### config.mk
export PLATFORM = sky130hd
export DESIGN_NAME = fetch_sequencer_flat
export DESIGN_NICKNAME = d
export VERILOG_FILES = /design/src/rtl/fetch_sequencer_if.sv /design/src/rtl/fetch_sequencer.sv /design/src/flat_wrapper.sv
export SDC_FILE = /design/constraint.sdc
export NUM_CORES = 1
export LEC_CHECK = 0
export ABC_CLOCK_PERIOD_IN_PS = 8000
export CORE_MARGIN = 3
export CORE_UTILIZATION = 50
export DETAILED_ROUTE_END_ITERATION = 6
export PLACE_DENSITY_LB_ADDON = 0.2
export REMOVE_ABC_BUFFERS = 1
export SYNTH_ARGS = -nofsm -noshare
export SYNTH_HDL_FRONTEND = slang
export SYNTH_SLANG_ARGS = --single-unit
### constraint.sdc
create_clock -name clk -period 8 [get_ports clk]
set_clock_uncertainty 0.2 [all_clocks]
set_input_delay 1.2 -clock clk [delete_from_list [all_inputs] [get_ports clk]]
set_output_delay 1.2 -clock clk [all_outputs]
set_load 0.1 [all_outputs]
### src/rtl/fetch_sequencer_if.sv
// Fetch-side bundle: instruction-memory address/data plus the decode valid/ready handshake.
// The master modport is the fetch sequencer; the slave modport is the memory/decode side.
interface fetch_sequencer_if;
  logic [31:0] pc_o;
  logic [31:0] instr_i;
  logic        out_valid;
  logic        out_ready;
  logic [31:0] out_instr;
  logic [31:0] out_pc;

  modport master (
    output pc_o,
    input  instr_i,
    output out_valid,
    input  out_ready,
    output out_instr,
    output out_pc
  );

  modport slave (
    input  pc_o,
    output instr_i,
    input  out_valid,
    output out_ready,
    input  out_instr,
    input  out_pc
  );
endinterface

### src/rtl/fetch_sequencer.sv
// fetch_sequencer: owns the PC, fetches from a zero-latency instruction memory into a 2-entry buffer.
// Optional macro FETCH_PERF_EN adds the fetch_cnt / stall_cnt performance counters.
module fetch_sequencer #(
  parameter int unsigned MEM_WORDS = 256,
  parameter logic [31:0] RESET_PC  = 32'd0,
  parameter logic [31:0] HALT_WORD = 32'hFFFF_FFFF
) (
  input  logic              clk,
  input  logic              rst,
  input  logic              start,
  input  logic              redirect,
  input  logic [31:0]       redirect_pc,
  fetch_sequencer_if.master fif,
  output logic              busy,
  output logic              halted,
  output logic              fault
`ifdef FETCH_PERF_EN
  ,
  output logic [31:0]       fetch_cnt,
  output logic [31:0]       stall_cnt
`endif
);

  typedef enum logic [1:0] {IDLE, RUN, HALT, FAULT} state_t;

  state_t      state_q, state_d;
  logic [31:0] pc_q, pc_d;
  logic        v0_q, v1_q;
  logic [31:0] i0_q, p0_q, i1_q, p1_q;

  logic go_start, go_redir, flush, deq, slot, in_range, is_halt, enq;

  assign fif.pc_o      = pc_q;
  assign fif.out_valid = v0_q;
  assign fif.out_instr = i0_q;
  assign fif.out_pc    = p0_q;

  // Next-state / next-PC decode; start beats redirect, redirect beats fetch.
  always_comb begin
    go_start = start && (state_q != RUN);
    go_redir = !go_start && redirect && (state_q != FAULT);
    flush    = go_start || go_redir;
    deq      = v0_q && fif.out_ready;
    slot     = !v1_q || deq;
    in_range = pc_q < 32'(MEM_WORDS);
    is_halt  = fif.instr_i == HALT_WORD;
    enq      = (state_q == RUN) && !flush && slot && in_range && !is_halt;
    state_d  = state_q;
    pc_d     = pc_q;
    if (go_start) begin
      state_d = RUN;
      pc_d    = RESET_PC;
    end else if (go_redir) begin
      state_d = RUN;
      pc_d    = redirect_pc;
    end else if (state_q == RUN) begin
      if (!in_range)
        state_d = FAULT;
      else if (slot && is_halt)
        state_d = HALT;
      else if (enq)
        pc_d = pc_q + 32'd1;
    end
  end

  // State, status flags and the head/tail buffer entries.
  always_ff @(posedge clk or posedge rst) begin
    if (rst) begin
      state_q <= IDLE;
      pc_q    <= RESET_PC;
      busy    <= 1'b0;
      halted  <= 1'b0;
      fault   <= 1'b0;
      v0_q    <= 1'b0;
      v1_q    <= 1'b0;
      i0_q    <= 32'd0;
      p0_q    <= 32'd0;
      i1_q    <= 32'd0;
      p1_q    <= 32'd0;
    end else begin
      state_q <= state_d;
      pc_q    <= pc_d;
      busy    <= state_d == RUN;
      halted  <= state_d == HALT;
      fault   <= state_d == FAULT;
      if (flush) begin
        v0_q <= 1'b0;
        v1_q <= 1'b0;
      end else begin
        case ({deq, enq})
          2'b10: begin
            v0_q <= v1_q;
            i0_q <= i1_q;
            p0_q <= p1_q;
            v1_q <= 1'b0;
          end
          2'b01: begin
            if (!v0_q) begin
              v0_q <= 1'b1;
              i0_q <= fif.instr_i;
              p0_q <= pc_q;
            end else begin
              v1_q <= 1'b1;
              i1_q <= fif.instr_i;
              p1_q <= pc_q;
            end
          end
          2'b11: begin
            // Pop and push together: the tail moves up if present, else the new word becomes head.
            if (v1_q) begin
              i0_q <= i1_q;
              p0_q <= p1_q;
              i1_q <= fif.instr_i;
              p1_q <= pc_q;
            end else begin
              i0_q <= fif.instr_i;
              p0_q <= pc_q;
            end
          end
          default: ;
        endcase
      end
    end
  end

`ifdef FETCH_PERF_EN
  logic stall;

  assign stall = (state_q == RUN) && v1_q && !deq;

  // Saturating counters; cleared by reset and start only.
  always_ff @(posedge clk or posedge rst) begin
    if (rst) begin
      fetch_cnt <= 32'd0;
      stall_cnt <= 32'd0;
    end else if (go_start) begin
      fetch_cnt <= 32'd0;
      stall_cnt <= 32'd0;
    end else begin
      if (enq && (fetch_cnt != 32'hFFFF_FFFF))
        fetch_cnt <= fetch_cnt + 32'd1;
      if (stall && (stall_cnt != 32'hFFFF_FFFF))
        stall_cnt <= stall_cnt + 32'd1;
    end
  end
`endif

endmodule

### src/flat_wrapper.sv
// flat-port wrapper written by rule: the top's interface ports become plain ports
module fetch_sequencer_flat 
#(
  parameter int unsigned MEM_WORDS = 256,
  parameter logic [31:0] RESET_PC  = 32'd0,
  parameter logic [31:0] HALT_WORD = 32'hFFFF_FFFF
)
  (clk, rst, start, redirect, redirect_pc, busy, halted, fault, fif_pc_o, fif_instr_i, fif_out_valid, fif_out_ready, fif_out_instr, fif_out_pc);
  fetch_sequencer_if fif_i ();
  input  logic clk;
  input  logic rst;
  input  logic start;
  input  logic redirect;
  input  logic [31:0] redirect_pc;
  output logic busy;
  output logic halted;
  output logic fault;
  output wire logic [$bits(fif_i.pc_o)-1:0] fif_pc_o;
  input wire logic [$bits(fif_i.instr_i)-1:0] fif_instr_i;
  output wire logic [$bits(fif_i.out_valid)-1:0] fif_out_valid;
  input wire logic [$bits(fif_i.out_ready)-1:0] fif_out_ready;
  output wire logic [$bits(fif_i.out_instr)-1:0] fif_out_instr;
  output wire logic [$bits(fif_i.out_pc)-1:0] fif_out_pc;
  assign fif_pc_o = fif_i.pc_o;
  assign fif_i.instr_i = fif_instr_i;
  assign fif_out_valid = fif_i.out_valid;
  assign fif_i.out_ready = fif_out_ready;
  assign fif_out_instr = fif_i.out_instr;
  assign fif_out_pc = fif_i.out_pc;
  fetch_sequencer #(.MEM_WORDS(MEM_WORDS), .RESET_PC(RESET_PC), .HALT_WORD(HALT_WORD)) u_core (.clk(clk), .rst(rst), .start(start), .redirect(redirect), .redirect_pc(redirect_pc), .fif(fif_i), .busy(busy), .halted(halted), .fault(fault));
endmodule
After elaboration in Yosys (flattened, before gate mapping). Cells that the tools add are included.

Bits in registers: 167. Bits in writable memories: 0. Logic and storage cells: 82. Input port bits: 69. Output and inout bits: 100. Bits in read-only memories: 0. Bits in latches: 0. Memories kept: 0.

Multiply operators: 0. Div/mod/pow operators: 0. Add/sub/neg operators: 1. Muxes and demuxes: 28. Shift-type cells: 0. Equality and inequality tests: 15. Bitwise gates (word level): 1. Magnitude comparators: 1. Reduce and logical (&&, ||, !) cells: 25.

Operator list (count): 2-to-1 mux 32 bit (14); case mux 32 bit (3 select lines) (2); case mux 32 bit (2 select lines) (2); adder 32 x 1 -> 32 bit (second input constant) (1); == test 32 bit (second input constant) (1); less-than comparator 32 x 9 -> 1 bit (second input constant) (1); nonzero test 3 bit (5); 2-to-1 mux 2 bit (5); logical AND 1 bit (9); == test 2 bit (second input constant) (4); AND reduction 4 bit (2); == test 2 x 1 -> 1 bit (second input constant) (3); inequality test 2 x 1 -> 1 bit (second input constant) (3); inequality test 3 x 1 -> 1 bit (second input constant) (2); logical NOT 1 bit (4); inequality test 2 bit (second input constant) (2); case mux 1 bit (2 select lines) (2); 2-to-1 mux 1 bit (3); AND reduction 3 bit (1); logical OR 1 bit (2); AND reduction 2 bit (1); nonzero test 2 bit (1); NOT 1 bit (1).

Longest topological paths before layout.
Depth after elaboration: 17. Gate-level depth with buffers: 11. Depth with buffers taken out: 8.

Worst setup path before layout. OpenSTA, ideal clock, no wires.

Kind: input-to-reg. From: input redirect. To: register u_core.p0_q[25] (netlist: u_core.fif.out_pc[25]). Setup time: 0.070 ns. Slack: 4.319 ns. Arrival: 3.410 ns. Data required time: 7.730 ns. Path buffers: 2. Stages on the path: 10. Path through: nor3b_1 -> nand4_1 -> a211oi_1 -> ha_1 -> nand2b_1 -> o21bai_1 -> clkbuf_1 -> clkbuf_1 -> a22o_1 -> mux2_1.

Word-level cells in the longest chain between the ends: 11. Elaborated cells on any way between the ends: 16. Classes of those cells: eq/ne: 4; mux: 1; bitwise: 1; reduce/logical: 10.

Ends and longest elaborated chain: start, declared (RTL line flat_wrapper.sv:13) `input logic redirect;`; logical AND 1 bit (*) (2 in a row) (RTL line fetch_sequencer.sv:41) `go_redir = !go_start && redirect && (state_q != FAULT);`; logical OR 1 bit (*) (RTL line fetch_sequencer.sv:42) `flush = go_start || go_redir;`; logical NOT 1 bit (RTL line fetch_sequencer.sv:47) `enq = (state_q == RUN) && !flush && slot && in_range && !is_halt;`; logical AND 1 bit (4 in a row) (RTL line fetch_sequencer.sv:47); == test 2 x 1 -> 1 bit / == test 2 bit (equally long branches) (RTL line fetch_sequencer.sv:90) `case ({deq, enq})`; inequality test 2 bit (no line) / nonzero test 3 bit (equally long branches); AND reduction 3 bit (no line); end signal, assigned (RTL line fetch_sequencer.sv:94) `p0_q <= p1_q;`; end signal, assigned (RTL line fetch_sequencer.sv:101) `p0_q <= pc_q;`; end signal, assigned (RTL line fetch_sequencer.sv:112) `p0_q <= p1_q;`; end, declared (RTL line fetch_sequencer.sv:29) `logic [31:0] i0_q, p0_q, i1_q, p1_q;`.

Mark *: on every way between the ends. The rest lies on a longest branch, timed or not. A chain may end at the register's enable or synchronous reset.

Worst setup path after layout.
From: input fif_instr_i[24]. To: register u_core.p1_q[22].

Word-level cells in the longest chain between the ends: 6. Elaborated cells on any way between the ends: 10. Classes of those cells: eq/ne: 5; mux: 1; reduce/logical: 4.

Ends and longest elaborated chain: start, declared (RTL line flat_wrapper.sv:19) `input wire logic [$bits(fif_i.instr_i)-1:0] fif_instr_i;`; == test 32 bit (*) (RTL line fetch_sequencer.sv:46) `is_halt = fif.instr_i == HALT_WORD;`; logical NOT 1 bit (*) (RTL line fetch_sequencer.sv:47); logical AND 1 bit (*) (RTL line fetch_sequencer.sv:47); == test 2 bit / == test 2 x 1 -> 1 bit (equally long branches) (RTL line fetch_sequencer.sv:90); inequality test 2 x 1 -> 1 bit (no line) / nonzero test 2 bit (equally long branches); AND reduction 4 bit (no line); end signal, assigned (RTL line fetch_sequencer.sv:105) `p1_q <= pc_q;`; end signal, assigned (RTL line fetch_sequencer.sv:114) `p1_q <= pc_q;`; end, declared (RTL line fetch_sequencer.sv:29).

Marks and branches as above.

==> summary.md <==
| Metric | Value |
|---|---|
| Run status | `finished, final reports clean` |
| Area grow syn2layout | `29.9%` |
| Total Routed Length | `19.9 mm` |
| Synth cell count leaders | `167 x dfrtp_1, 74 x a22o_1, 66 x mux2_1` |
| Post-CTS Resized | `0` |
| Hold_buf cts | `0` |
| Register area share after synthesis | `0.530` |
| FF-to-FF setup slack | `3.67 ns` |
| Hold_sp | `u_core.fif.out_pc[15]$_DFFE_PP0P_` |
| Root buf cell | `clkbuf_16` |
| Initial antenna violation count | `0` |
| GRT Total Usage | `0.235` |
| Post-synthesis xor/xnor area fraction | `0.00222` |
| Setup TNS | `0 ns` |
| R2r worst-path depth | `8` |
| Clk_lat worst skew | `0.43 ns` |
| Max-slew headroom | `0.306` |
| Simple-Gate Fraction of Synth Area | `0.0824` |
| Leak | `4.61 nW` |
| Worst path slowest cell | `o2111ai_4` |
| Vias in the first global route | `6167` |
| Non-filler cells, final | `987` |
| Worst slew pin tran | `1.04 ns` |
| Initial Utilization | `0.515` |
| DR vias | `6004` |
| # DRC | `0` |
| Post-synthesis adder-cell area fraction | `0.00635` |
| Warnings from Yosys | `0` |
| Area of the die | `17300 sq um` |
| First-pass DRT Iterations | `5` |
| Avg Inst Size Synth | `12.9 sq um` |
| Gr ovfl total | `0` |
| Crit path max-delay family | `buffers and inverters` |
| Clock Pin Slew Worst Setup and Hold Paths | `0.06 ns` |
| CTS tree | `done` |
| Maximum fanout along the worst path | `40` |
| Compound-Gate Fraction of Synth Area | `0.164` |
| Cell Area, Synth | `7880 sq um` |
| Largest family of logic cells by synthesized area | `multiplexers` |
| Row count | `45` |
| RSZ-0062 raised after global routing | `false` |
| H-tree depth | `4` |
| Worst endpoint required time | `8.11 ns` |
| FMAX | `0.200 GHz` |
| Setup violations, final | `0` |
| Main synth FF type | `dfrtp_1` |
| Clk sinks | `167` |
| GPL Wtd Cong | `0.821` |
| Max_cap viols | `0` |
| Power density cells | `337 nW/um^2` |
| Setup CP Type | `input port to flip-flop` |
| Synth Instances | `611` |
| Worst vdd ir | `264 uV` |
| Ports | `169` |
| Wire per inst | `20.1 microns` |
| Fin util | `0.669` |
| CP startpoint kind | `input port` |
| Post-synthesis register bit count | `167` |
| Yosys top cell area share | `0.530` |
| # fillers | `1170` |
| Number of inserted diodes | `0` |
| Die H | `132 microns` |
| Synth top area cells | `dfrtp_1 53%, mux2_1 9.4%, mux2_2 8.9%, a22o_1 8.2%, a21oi_1 1.6%` |
| IO buf count | `168` |
| Placed cells | `955` |
| Synth cell types | `58` |
| Fraction of registers with async set/reset | `1.00` |
| Die Span X | `132 microns` |
| Worst Hold Depth | `1` |
| Final hold vios | `0` |
| Fin worst setup slack | `3.00 ns` |
| Hpwl dp | `13.5 mm` |
| Hold EP | `u_core.fif.out_pc[15]$_DFFE_PP0P_` |
| Initial drt markers | `522` |
| Data arrival, critical path | `5.11 ns` |
| WP buf/inv | `2` |
| # nets final | `836` |
| Setup WS pre-CTS | `2.61 ns` |
| Tmin final | `5.00 ns` |
| # Post-CTS Setup Buffers | `0` |
| Worst hold path class | `flip-flop to flip-flop` |
| Final worst path period share | `0.625` |
| Placeable Area | `15300 sq um` |
| CP endpoint kind | `flip-flop` |
| Mux share of post-synthesis cell area | `0.184` |
| Max Slew Vio Count | `0` |
| Ratio of cells with drive above 1 in the final layout | `0.164` |
| Total CTS buffers | `17` |
| Critical-path cell list | `clkdlybuf4s50_1 -> nand4_1 -> nor4_4 -> a211oi_1 -> ha_1 -> o2111ai_4 -> buf_4 -> mux2_2` |
| Antenna viol nets, final | `0` |
| Reg2reg start | `u_core.fif.pc_o[12]$_DFFE_PP0P_` |
| CTS Buffer Depth | `2` |
| Via density | `6.08` |
| First-pass GRT wire length | `33.0 mm` |
| Most frequent cell after synthesis | `dfrtp_1` |
| RR Endpoint | `u_core.p1_q[22]$_DFFE_PP0P_` |
| Yosys top cell by area | `dfrtp_1` |
| Slowest stage delay, CP | `0.75 ns` |
| Final Power | `3.45 mW` |
| EDFF count, synth | `0` |
| Pin count of the biggest net entering global routing | `91` |
[logic make-up after synthesis]
logic type,count (synthesis)
xor gates and xnor gates,2
and+or+nand+nor,106
DFF,167
AOI/OAI and AO/OA,153
adders and majority gates,4
muxes,129
buffers and inverters,50
[through the flow]
step / hold WS, ns / cell area, sq um
after detailed placement: 0.280 / 9710
after floorplan: 0.265 / 7670
after global routing: 0.307 / 10200
after global placement: 0.272 / 9710
final: 0.287 / 10200
after CTS: 0.294 / 10200
[cell type report]
type                            count  area [sq um]  share of cell area
Tap cell                          211           264              0.0258
Clock buffer                       19           433              0.0423
Multi-Input combinational cell    394          3500               0.342
Inverter                            9          38.8             0.00379
Clock inverter                     13           100             0.00978
Sequential cell                   167          4180               0.408
Timing Repair Buffer              174          1730               0.169
[worst max-delay path by stage]
| stage | from | cells past startpoint | end |
|---|---|---|---|
| final | fif_instr_i[24] | 8 | u_core.p1_q[22]$_DFFE_PP0P_ |
| after global routing | redirect | 9 | u_core.p1_q[22]$_DFFE_PP0P_ |
| after CTS | fif_instr_i[24] | 8 | u_core.p1_q[22]$_DFFE_PP0P_ |
| after detailed placement | fif_instr_i[10] | 8 | u_core.p1_q[22]$_DFFE_PP0P_ |
| after global placement | fif_instr_i[10] | 8 | u_core.p1_q[24]$_DFFE_PP0P_ |
| after floorplan | rst | 1 | u_core.busy$_DFF_PP0_ |
[layer usage]
metal,wire [microns],global-route usage,up-vias,share of wire
li1,-,-,2654,-
met1,8810,0.325,3036,0.44
met2,9260,0.364,272,0.47
met3,1370,0.0528,42,0.069
met4,439,0.0863,0,0.022
met5,0,0,-,0
[where the power goes]
group / internal (mW) / switching, mW
Combinational: 0.474 / 0.984
Clock: 0.399 / 0.345
Sequential: 1.04 / 0.201
Total: 1.92 / 1.53
[state kept, by name, indices dropped and copies added, names as in the netlist]
signal / cells
u_core.busy: 1
u_core.fault: 1
u_core.fif.out_instr: 32
u_core.state_q: 2
u_core.v1_q: 1
u_core.fif.out_valid: 1
u_core.halted: 1
u_core.fif.out_pc: 32
u_core.p1_q: 32
u_core.fif.pc_o: 32
u_core.i1_q: 32
[cells in the final DEF, fill, tap and decap left out, types with 3 or more instances in the layout]
cell / instances
a41oi_1: 4
a311o_1: 3
nor2_1: 12
inv_1: 8
nor4_4: 3
nand4_1: 16
a22o_1: 74
a21bo_2: 3
nor4_2: 5
dfrtp_1: 167
buf_4: 6
nand2b_1: 4
clkdlybuf4s50_1: 168
nor3_1: 4
ha_1: 4
a32o_1: 4
o221ai_1: 3
and2_1: 6
o22ai_1: 3
clkinvlp_4: 5
o221a_2: 7
a21oi_1: 24
mux2_1: 66
mux2_2: 62
clkinv_4: 3
o21ai_0: 4
nand3b_1: 3
nand2_1: 24
nand3_1: 18
nor4_1: 3
inv_6: 4
clkbuf_16: 17
[worst register-to-register path: cells and delay by family, from the launching register on]
kind / cells / cell delay [ns]
AOI/OAI and AO/OA: 2 / 1.15
buffers and inverters: 1 / 0.60
DFF: 1 / 0.46
adders and majority gates: 1 / 0.50
and+or+nand+nor: 3 / 0.86
muxes: 1 / 0.45
(Power assumes the default switching activity.)
